<file path="src/rtl/axis_pkt_sink.sv">
// ---------------------------------------------------------------------------
// axis_pkt_sink
//
// AXI-Stream receiving endpoint. Accepts packets beat by beat, measures each
// one (beat count and valid-byte count from tkeep), checks tkeep legality and
// emits exactly one status record per packet on a valid/ready status port.
// s_tdata is accepted but never stored.
//
// Handshakes (both ports): a transfer happens on a rising aclk edge where
// valid and ready are both 1. A producer holds valid and payload until the
// transfer. ready never depends on the same port's valid.
//
// Backpressure toward the stream producer comes only from a status record
// that has not yet been consumed. The same rule blocks non-last beats too,
// which keeps s_tready a function of registers and stat_ready only.
//
// Optional feature (compile-time macro AXIS_PKT_SINK_THROTTLE_EN):
//   when defined, a 16-bit Fibonacci LFSR (taps 16,14,13,11) advances every
//   cycle after reset and s_tready is additionally gated by lfsr[0] to stress
//   producer backpressure. When undefined, no LFSR exists and LFSR_SEED is
//   unused.
//
// Parameters:
//   DATA_WIDTH : tdata width in bits (multiple of 8, >= 8)
//   MAX_BEATS  : largest legal packet length in beats; counters saturate here
//   LFSR_SEED  : non-zero throttle LFSR seed (throttle build only)
//
// Ports:
//   aclk          in   clock, rising edge
//   aresetn       in   asynchronous active-low reset
//   s_tvalid      in   beat valid
//   s_tready      out  sink ready
//   s_tdata       in   payload (ignored)
//   s_tkeep       in   byte enables
//   s_tlast       in   final beat of packet
//   stat_valid    out  status record pending
//   stat_ready    in   status consumer ready
//   stat_beats    out  accepted beats of the packet (saturated at MAX_BEATS)
//   stat_bytes    out  sum of popcount(tkeep) over the counted beats
//   stat_err_keep out  tkeep violation seen in the packet
//   stat_err_ovf  out  packet exceeded MAX_BEATS
// ---------------------------------------------------------------------------
module axis_pkt_sink #(
    parameter int          DATA_WIDTH = 64,
    parameter int          MAX_BEATS  = 1024,
    parameter logic [15:0] LFSR_SEED  = 16'hACE1,
    localparam int         KW         = DATA_WIDTH / 8,
    localparam int         BW         = $clog2(MAX_BEATS + 1),
    localparam int         YW         = $clog2(MAX_BEATS * DATA_WIDTH / 8 + 1)
) (
    input  logic                  aclk,
    input  logic                  aresetn,
    input  logic                  s_tvalid,
    output logic                  s_tready,
    input  logic [DATA_WIDTH-1:0] s_tdata,
    input  logic [KW-1:0]         s_tkeep,
    input  logic                  s_tlast,
    output logic                  stat_valid,
    input  logic                  stat_ready,
    output logic [BW-1:0]         stat_beats,
    output logic [YW-1:0]         stat_bytes,
    output logic                  stat_err_keep,
    output logic                  stat_err_ovf
);

    // -----------------------------------------------------------------------
    // State
    // -----------------------------------------------------------------------
    // live_q holds s_tready low until the first edge after reset release.
    logic          live_q;

    // Running per-packet accumulators.
    logic [BW-1:0] beat_cnt_q,     beat_cnt_d;
    logic [YW-1:0] byte_cnt_q,     byte_cnt_d;
    logic          err_keep_acc_q, err_keep_acc_d;
    logic          ovf_acc_q,      ovf_acc_d;

    // Status record register.
    logic          stat_valid_q,    stat_valid_d;
    logic [BW-1:0] stat_beats_q,    stat_beats_d;
    logic [YW-1:0] stat_bytes_q,    stat_bytes_d;
    logic          stat_err_keep_q, stat_err_keep_d;
    logic          stat_err_ovf_q,  stat_err_ovf_d;

    // -----------------------------------------------------------------------
    // Helpers
    // -----------------------------------------------------------------------
    function automatic logic [YW-1:0] popcount(input logic [KW-1:0] v);
        logic [YW-1:0] c;
        c = '0;
        for (int i = 0; i < KW; i++) begin
            c = c + YW'(v[i]);
        end
        return c;
    endfunction

    // The payload is not stored; fold it into a sink so it is not dangling.
    logic unused_tdata;
    assign unused_tdata = ^s_tdata;

    // -----------------------------------------------------------------------
    // Optional throttle LFSR
    // -----------------------------------------------------------------------
    logic throttle_ok;

`ifdef AXIS_PKT_SINK_THROTTLE_EN
    logic [15:0] lfsr_q;
    logic        lfsr_fb;

    // Taps 16,14,13,11 in 1-based numbering map to bits 15,13,12,10.
    assign lfsr_fb     = lfsr_q[15] ^ lfsr_q[13] ^ lfsr_q[12] ^ lfsr_q[10];
    assign throttle_ok = lfsr_q[0];

    always_ff @(posedge aclk or negedge aresetn) begin
        if (!aresetn) begin
            lfsr_q <= LFSR_SEED;
        end else begin
            lfsr_q <= {lfsr_q[14:0], lfsr_fb};
        end
    end
`else
    logic [15:0] unused_lfsr_seed;
    assign unused_lfsr_seed = LFSR_SEED;
    assign throttle_ok      = 1'b1;
`endif

    // -----------------------------------------------------------------------
    // Stream side
    // -----------------------------------------------------------------------
    // The stream may advance whenever the status slot is empty or is being
    // emptied in this same cycle.
    assign s_tready = live_q & (~stat_valid_q | stat_ready) & throttle_ok;

    logic          xfer;
    logic          last_xfer;
    logic [KW-1:0] keep_inc;
    logic          keep_full;
    logic          keep_contig;
    logic          keep_bad;
    logic          room;
    logic [BW-1:0] pkt_beats;
    logic [YW-1:0] pkt_bytes;
    logic          pkt_err_keep;
    logic          pkt_err_ovf;

    always_comb begin
        xfer      = s_tvalid & s_tready;
        last_xfer = xfer & s_tlast;

        // A contiguous-from-byte-0 mask 2^k-1 has no bit in common with
        // itself plus one; zero is excluded explicitly.
        keep_inc    = s_tkeep + KW'(1);
        keep_full   = &s_tkeep;
        keep_contig = (s_tkeep != '0) && ((s_tkeep & keep_inc) == '0);
        keep_bad    = s_tlast ? ~keep_contig : ~keep_full;

        // Packet totals including the beat currently on the bus. Once the
        // beat limit is reached the counts freeze and the overflow flag
        // sticks, but keep errors are still recorded for every beat.
        room         = beat_cnt_q < BW'(MAX_BEATS);
        pkt_beats    = room ? beat_cnt_q + BW'(1)         : beat_cnt_q;
        pkt_bytes    = room ? byte_cnt_q + popcount(s_tkeep) : byte_cnt_q;
        pkt_err_keep = err_keep_acc_q | keep_bad;
        pkt_err_ovf  = ovf_acc_q | ~room;
    end

    // -----------------------------------------------------------------------
    // Next-state: running counters
    // -----------------------------------------------------------------------
    always_comb begin
        beat_cnt_d     = beat_cnt_q;
        byte_cnt_d     = byte_cnt_q;
        err_keep_acc_d = err_keep_acc_q;
        ovf_acc_d      = ovf_acc_q;

        if (xfer) begin
            if (s_tlast) begin
                // Totals move to the status register; start the next packet.
                beat_cnt_d     = '0;
                byte_cnt_d     = '0;
                err_keep_acc_d = 1'b0;
                ovf_acc_d      = 1'b0;
            end else begin
                beat_cnt_d     = pkt_beats;
                byte_cnt_d     = pkt_bytes;
                err_keep_acc_d = pkt_err_keep;
                ovf_acc_d      = pkt_err_ovf;
            end
        end
    end

    // -----------------------------------------------------------------------
    // Next-state: status record
    // -----------------------------------------------------------------------
    always_comb begin
        stat_valid_d    = stat_valid_q;
        stat_beats_d    = stat_beats_q;
        stat_bytes_d    = stat_bytes_q;
        stat_err_keep_d = stat_err_keep_q;
        stat_err_ovf_d  = stat_err_ovf_q;

        if (stat_valid_q && stat_ready) begin
            stat_valid_d = 1'b0;
        end

        // A last transfer in the same cycle as a consume wins: the new record
        // replaces the one being consumed and the slot stays full.
        if (last_xfer) begin
            stat_valid_d    = 1'b1;
            stat_beats_d    = pkt_beats;
            stat_bytes_d    = pkt_bytes;
            stat_err_keep_d = pkt_err_keep;
            stat_err_ovf_d  = pkt_err_ovf;
        end
    end

    // -----------------------------------------------------------------------
    // Registers
    // -----------------------------------------------------------------------
    always_ff @(posedge aclk or negedge aresetn) begin
        if (!aresetn) begin
            live_q          <= 1'b0;
            beat_cnt_q      <= '0;
            byte_cnt_q      <= '0;
            err_keep_acc_q  <= 1'b0;
            ovf_acc_q       <= 1'b0;
            stat_valid_q    <= 1'b0;
            stat_beats_q    <= '0;
            stat_bytes_q    <= '0;
            stat_err_keep_q <= 1'b0;
            stat_err_ovf_q  <= 1'b0;
        end else begin
            live_q          <= 1'b1;
            beat_cnt_q      <= beat_cnt_d;
            byte_cnt_q      <= byte_cnt_d;
            err_keep_acc_q  <= err_keep_acc_d;
            ovf_acc_q       <= ovf_acc_d;
            stat_valid_q    <= stat_valid_d;
            stat_beats_q    <= stat_beats_d;
            stat_bytes_q    <= stat_bytes_d;
            stat_err_keep_q <= stat_err_keep_d;
            stat_err_ovf_q  <= stat_err_ovf_d;
        end
    end

    // -----------------------------------------------------------------------
    // Outputs
    // -----------------------------------------------------------------------
    assign stat_valid    = stat_valid_q;
    assign stat_beats    = stat_beats_q;
    assign stat_bytes    = stat_bytes_q;
    assign stat_err_keep = stat_err_keep_q;
    assign stat_err_ovf  = stat_err_ovf_q;

endmodule

</file>
<file path="config.mk">
export PLATFORM = sky130hd
export DESIGN_NAME = axis_pkt_sink
export DESIGN_NICKNAME = d
export VERILOG_FILES = /design/src/rtl/axis_pkt_sink.sv
export SDC_FILE = /design/constraint.sdc
export NUM_CORES = 1
export LEC_CHECK = 0
export CORE_MARGIN = 4
export CORE_UTILIZATION = 25
export DETAILED_ROUTE_END_ITERATION = 8
export SYNTH_ARGS = -nofsm -noshare
export SYNTH_HDL_FRONTEND = slang
export SYNTH_SLANG_ARGS = --single-unit
</file>
<file path="constraint.sdc">
create_clock -name aclk -period 3.98 [get_ports aclk]
set_input_delay 0.796 -clock aclk [delete_from_list [all_inputs] [get_ports aclk]]
set_output_delay 0.796 -clock aclk [all_outputs]
set_load 0.02 [all_outputs]
</file>
==> reports/qor.yml, run 1 <==
slew_headroom_pct: 35.0
h-tree-depth: 2
synth_area_per_cell_um2: 8.86
grt.overflow.total: 0
crit_path_start_kind: "input pin"
worst-endpoint-required_ps: 4150
die_h_um: 120
port_buffers: 41
synth.top_cell.area_share_pct: 44.7
dpl-instance-area_um2: 3760
rows: 40
slew_violations: 0
layout-drive-gt1-share_pct: 9.34
place.gp.congestion: 0.763
vias_per_cell: 4.59
holdWs_ps: 471
fin_crit_sh_pct: 96.8
final_common_cell: "dfrtp_1"
r2r_end: "byte_cnt_q[8]"
syn_to_final_growth_pct: 26.7
crit_type: "in2reg"
n_antenna_cell: 0
setup_tns_ps: 0
yosysSeqAreaShare_pct: 44.7
hold_viol: 0
place_ws_ps: -773
yosys_most_used_dff: "dfrtp_1"
final_area_um2: 3970
synth_area_leaders: "dfrtp_1 45%, nand2_1 6.7%, o21ai_0 6.2%, ha_1 4.0%, nor2_1 3.9%"
final_cell_mix: "56 x dfrtp_1, 55 x nand2_1, 37 x clkdlybuf4s50_1"
drc: 0
worstRegToRegCells: 11
die_w_um: 120
worstSkewPairLatency_ps: 290
syn_inst: 354
synthArstFlopShare_pct: 100
clockBufferDepth: 2
cts_hold_buf: 0
p_per_area_nw_per_um2: 507
first_global_vias: 2511
cts_tree: "yes"
fin_skew_ps: 3.00
vdd_drop_max_mv: 0.162
fmaxAchievable_ghz: 0.260
setup.worst_path.end: "byte_cnt_q[8]"
grt_use_total_pct: 10.3
antenna_found_initial: 0
synth_warnings: 0
grt_max_degree: 44
drtIter0Drc: 167
timing.final.crit_period_ps: 3850
clock_sinks: 56
hp-class: "reg2reg"
synth_fp_nets: 446
start_util_pct: 25.8
core_region_area_um2: 12200
fillers: 1242
nets: 488
wire_per_inst_um: 12.6
ios: 106
ys_types: 46
synth_top_cell_by_area: "dfrtp_1"
setup_viol: 0
die_area_um2: 14400
wl_um: 7120
rsz0062_at_grt: "no"
hpwlAfterDp_um: 5160
worstSetupEndpointType: "flip-flop"
worstPathMaxFanout: 5
r2r_slack_ps: 840
status: "finished clean"
ant_nets: 0
crit_arrival_ps: 4020
clk_pin_slew_ps: 70
worst_slack_ps: 128
tightest_slew_ps: 976
synth_edf_count: 0
maxCapViolations: 0
ys_ff_latch: 56
drt-pass1-iter-count: 4
cp-startpoint: "s_tkeep[0]"
syn_area_um2: 3140
grt_pass1_wl_um: 12300
vias: 2590
cts_root_buf: "clkbuf_16"
cts_buffers: 5
power_leakage_nw: 1.70
rr_startpoint: "byte_cnt_q[0]"
[what timing repair did]
action / 4_1_cts / 5_1_grt
pin swaps: 9 / 6
setup endpoints to repair: 22 / 13
setup buffers: 4 / 0
resized for setup: 26 / 1
[Yosys cell counts (2+ instances only)]
library cell / instances
dfrtp_1: 56
nand2_1: 56
o21ai_0: 39
nor2_1: 33
a21oi_1: 19
inv_1: 16
mux2i_1: 11
nor3_1: 11
clkbuf_1: 10
ha_1: 10
nand3_1: 9
xor2_1: 9
xnor2_1: 8
buf_2: 5
fa_1: 5
o21ai_1: 5
a31oi_1: 4
and3_1: 4
nand2b_1: 4
nand4_1: 4
a22oi_1: 3
nor2b_1: 3
and2_1: 2
buf_1: 2
o211ai_1: 2
o22ai_1: 2
o31ai_1: 2
or3_1: 2
[cells by family after synthesis]
kind of cell               count (synthesis)  share of synthesized area [%]
and+or+nand+nor                          130                           18.2
AOI/OAI and AO/OA                         88                           16.9
DFF                                       56                           44.7
buffers and inverters                     36                           4.67
xor gates and xnor gates                  17                           4.75
adders and majority gates                 15                           7.18
muxes                                     11                           3.51
other                                      1                          0.120
[worst min-delay path by stage]
stage	start	to	depth (start not counted)
after floorplan	ovf_acc_q	ovf_acc_q	2
after global placement	stat_beats[10]	stat_beats[10]	2
after detailed placement	stat_beats[10]	stat_beats[10]	2
after CTS	stat_beats[10]	stat_beats[10]	2
after global routing	stat_err_keep	stat_err_keep	1
final	stat_beats[10]	stat_beats[10]	2
[metrics by stage]
stage / std cells / power [mW] / utilization, %
after CTS: 564 / 2.05 / 32.7
after global placement: 553 / 1.53 / 30.9
after global routing: 564 / 2.17 / 32.7
after floorplan: 354 / 1.28 / -
after detailed placement: 553 / 1.56 / 30.9
final: 564 / 2.02 / 32.7
[sequential cells by signal, indices dropped and copies added, names as in the netlist]
signal          count
stat_bytes         14
stat_valid          1
stat_err_ovf        1
live_q              1
byte_cnt_q         14
ovf_acc_q           1
beat_cnt_q         11
stat_beats         11
err_keep_acc_q      1
stat_err_keep       1
[critical path, cell delays in order]
cell	delay [ps]
buf_8	100
fa_1	550
inv_2	40
fa_1	490
fa_1	440
fa_2	370
fa_2	350
nand2b_4	170
a211oi_4	200
buf_6	180
nand3_4	90
mux2i_1	170
o21ai_1	70
[report_power, final]
group	leakage (nW)	internal, mW	total [mW]	switching, mW
Sequential	0.711	0.680	0.786	0.106
Clock	0.0760	0.265	0.462	0.197
Combinational	0.917	0.358	0.768	0.410
[metal layers]
metal  wire [µm]  up-vias  track usage, %
met4          96        0            3.29
met2        3420       43            16.8
met5           0        -               0
met1        3350     1252            13.8
li1            -     1289               -
met3         255        6            2.03
[cell type report]
class                           count  area (µm²)  area share (%)
Clock buffer                        7         153            3.84
Inverter                           17        63.8            1.61
Multi-Input combinational cell    262        1640            41.4
Sequential cell                    56        1400            35.3
Tap cell                          168         210            5.29
Timing Repair Buffer               54         502            12.6
Note: power is estimated with default switching activity, not from simulation.
==> run 2: changes to the inputs <==
==> constraint.sdc (replaced) <==
create_clock -name aclk -period 3.98 [get_ports aclk]
set_input_delay 0.796 -clock aclk [delete_from_list [all_inputs] [get_ports aclk]]
set_output_delay 0.796 -clock aclk [all_outputs]
set_load 0.005 [all_outputs]
==> results of run 2 <==
The final DEF is identical to that of run 1. Status: finished clean.
Among the figures that moved: total power 2.02 mW -> 1.94 mW
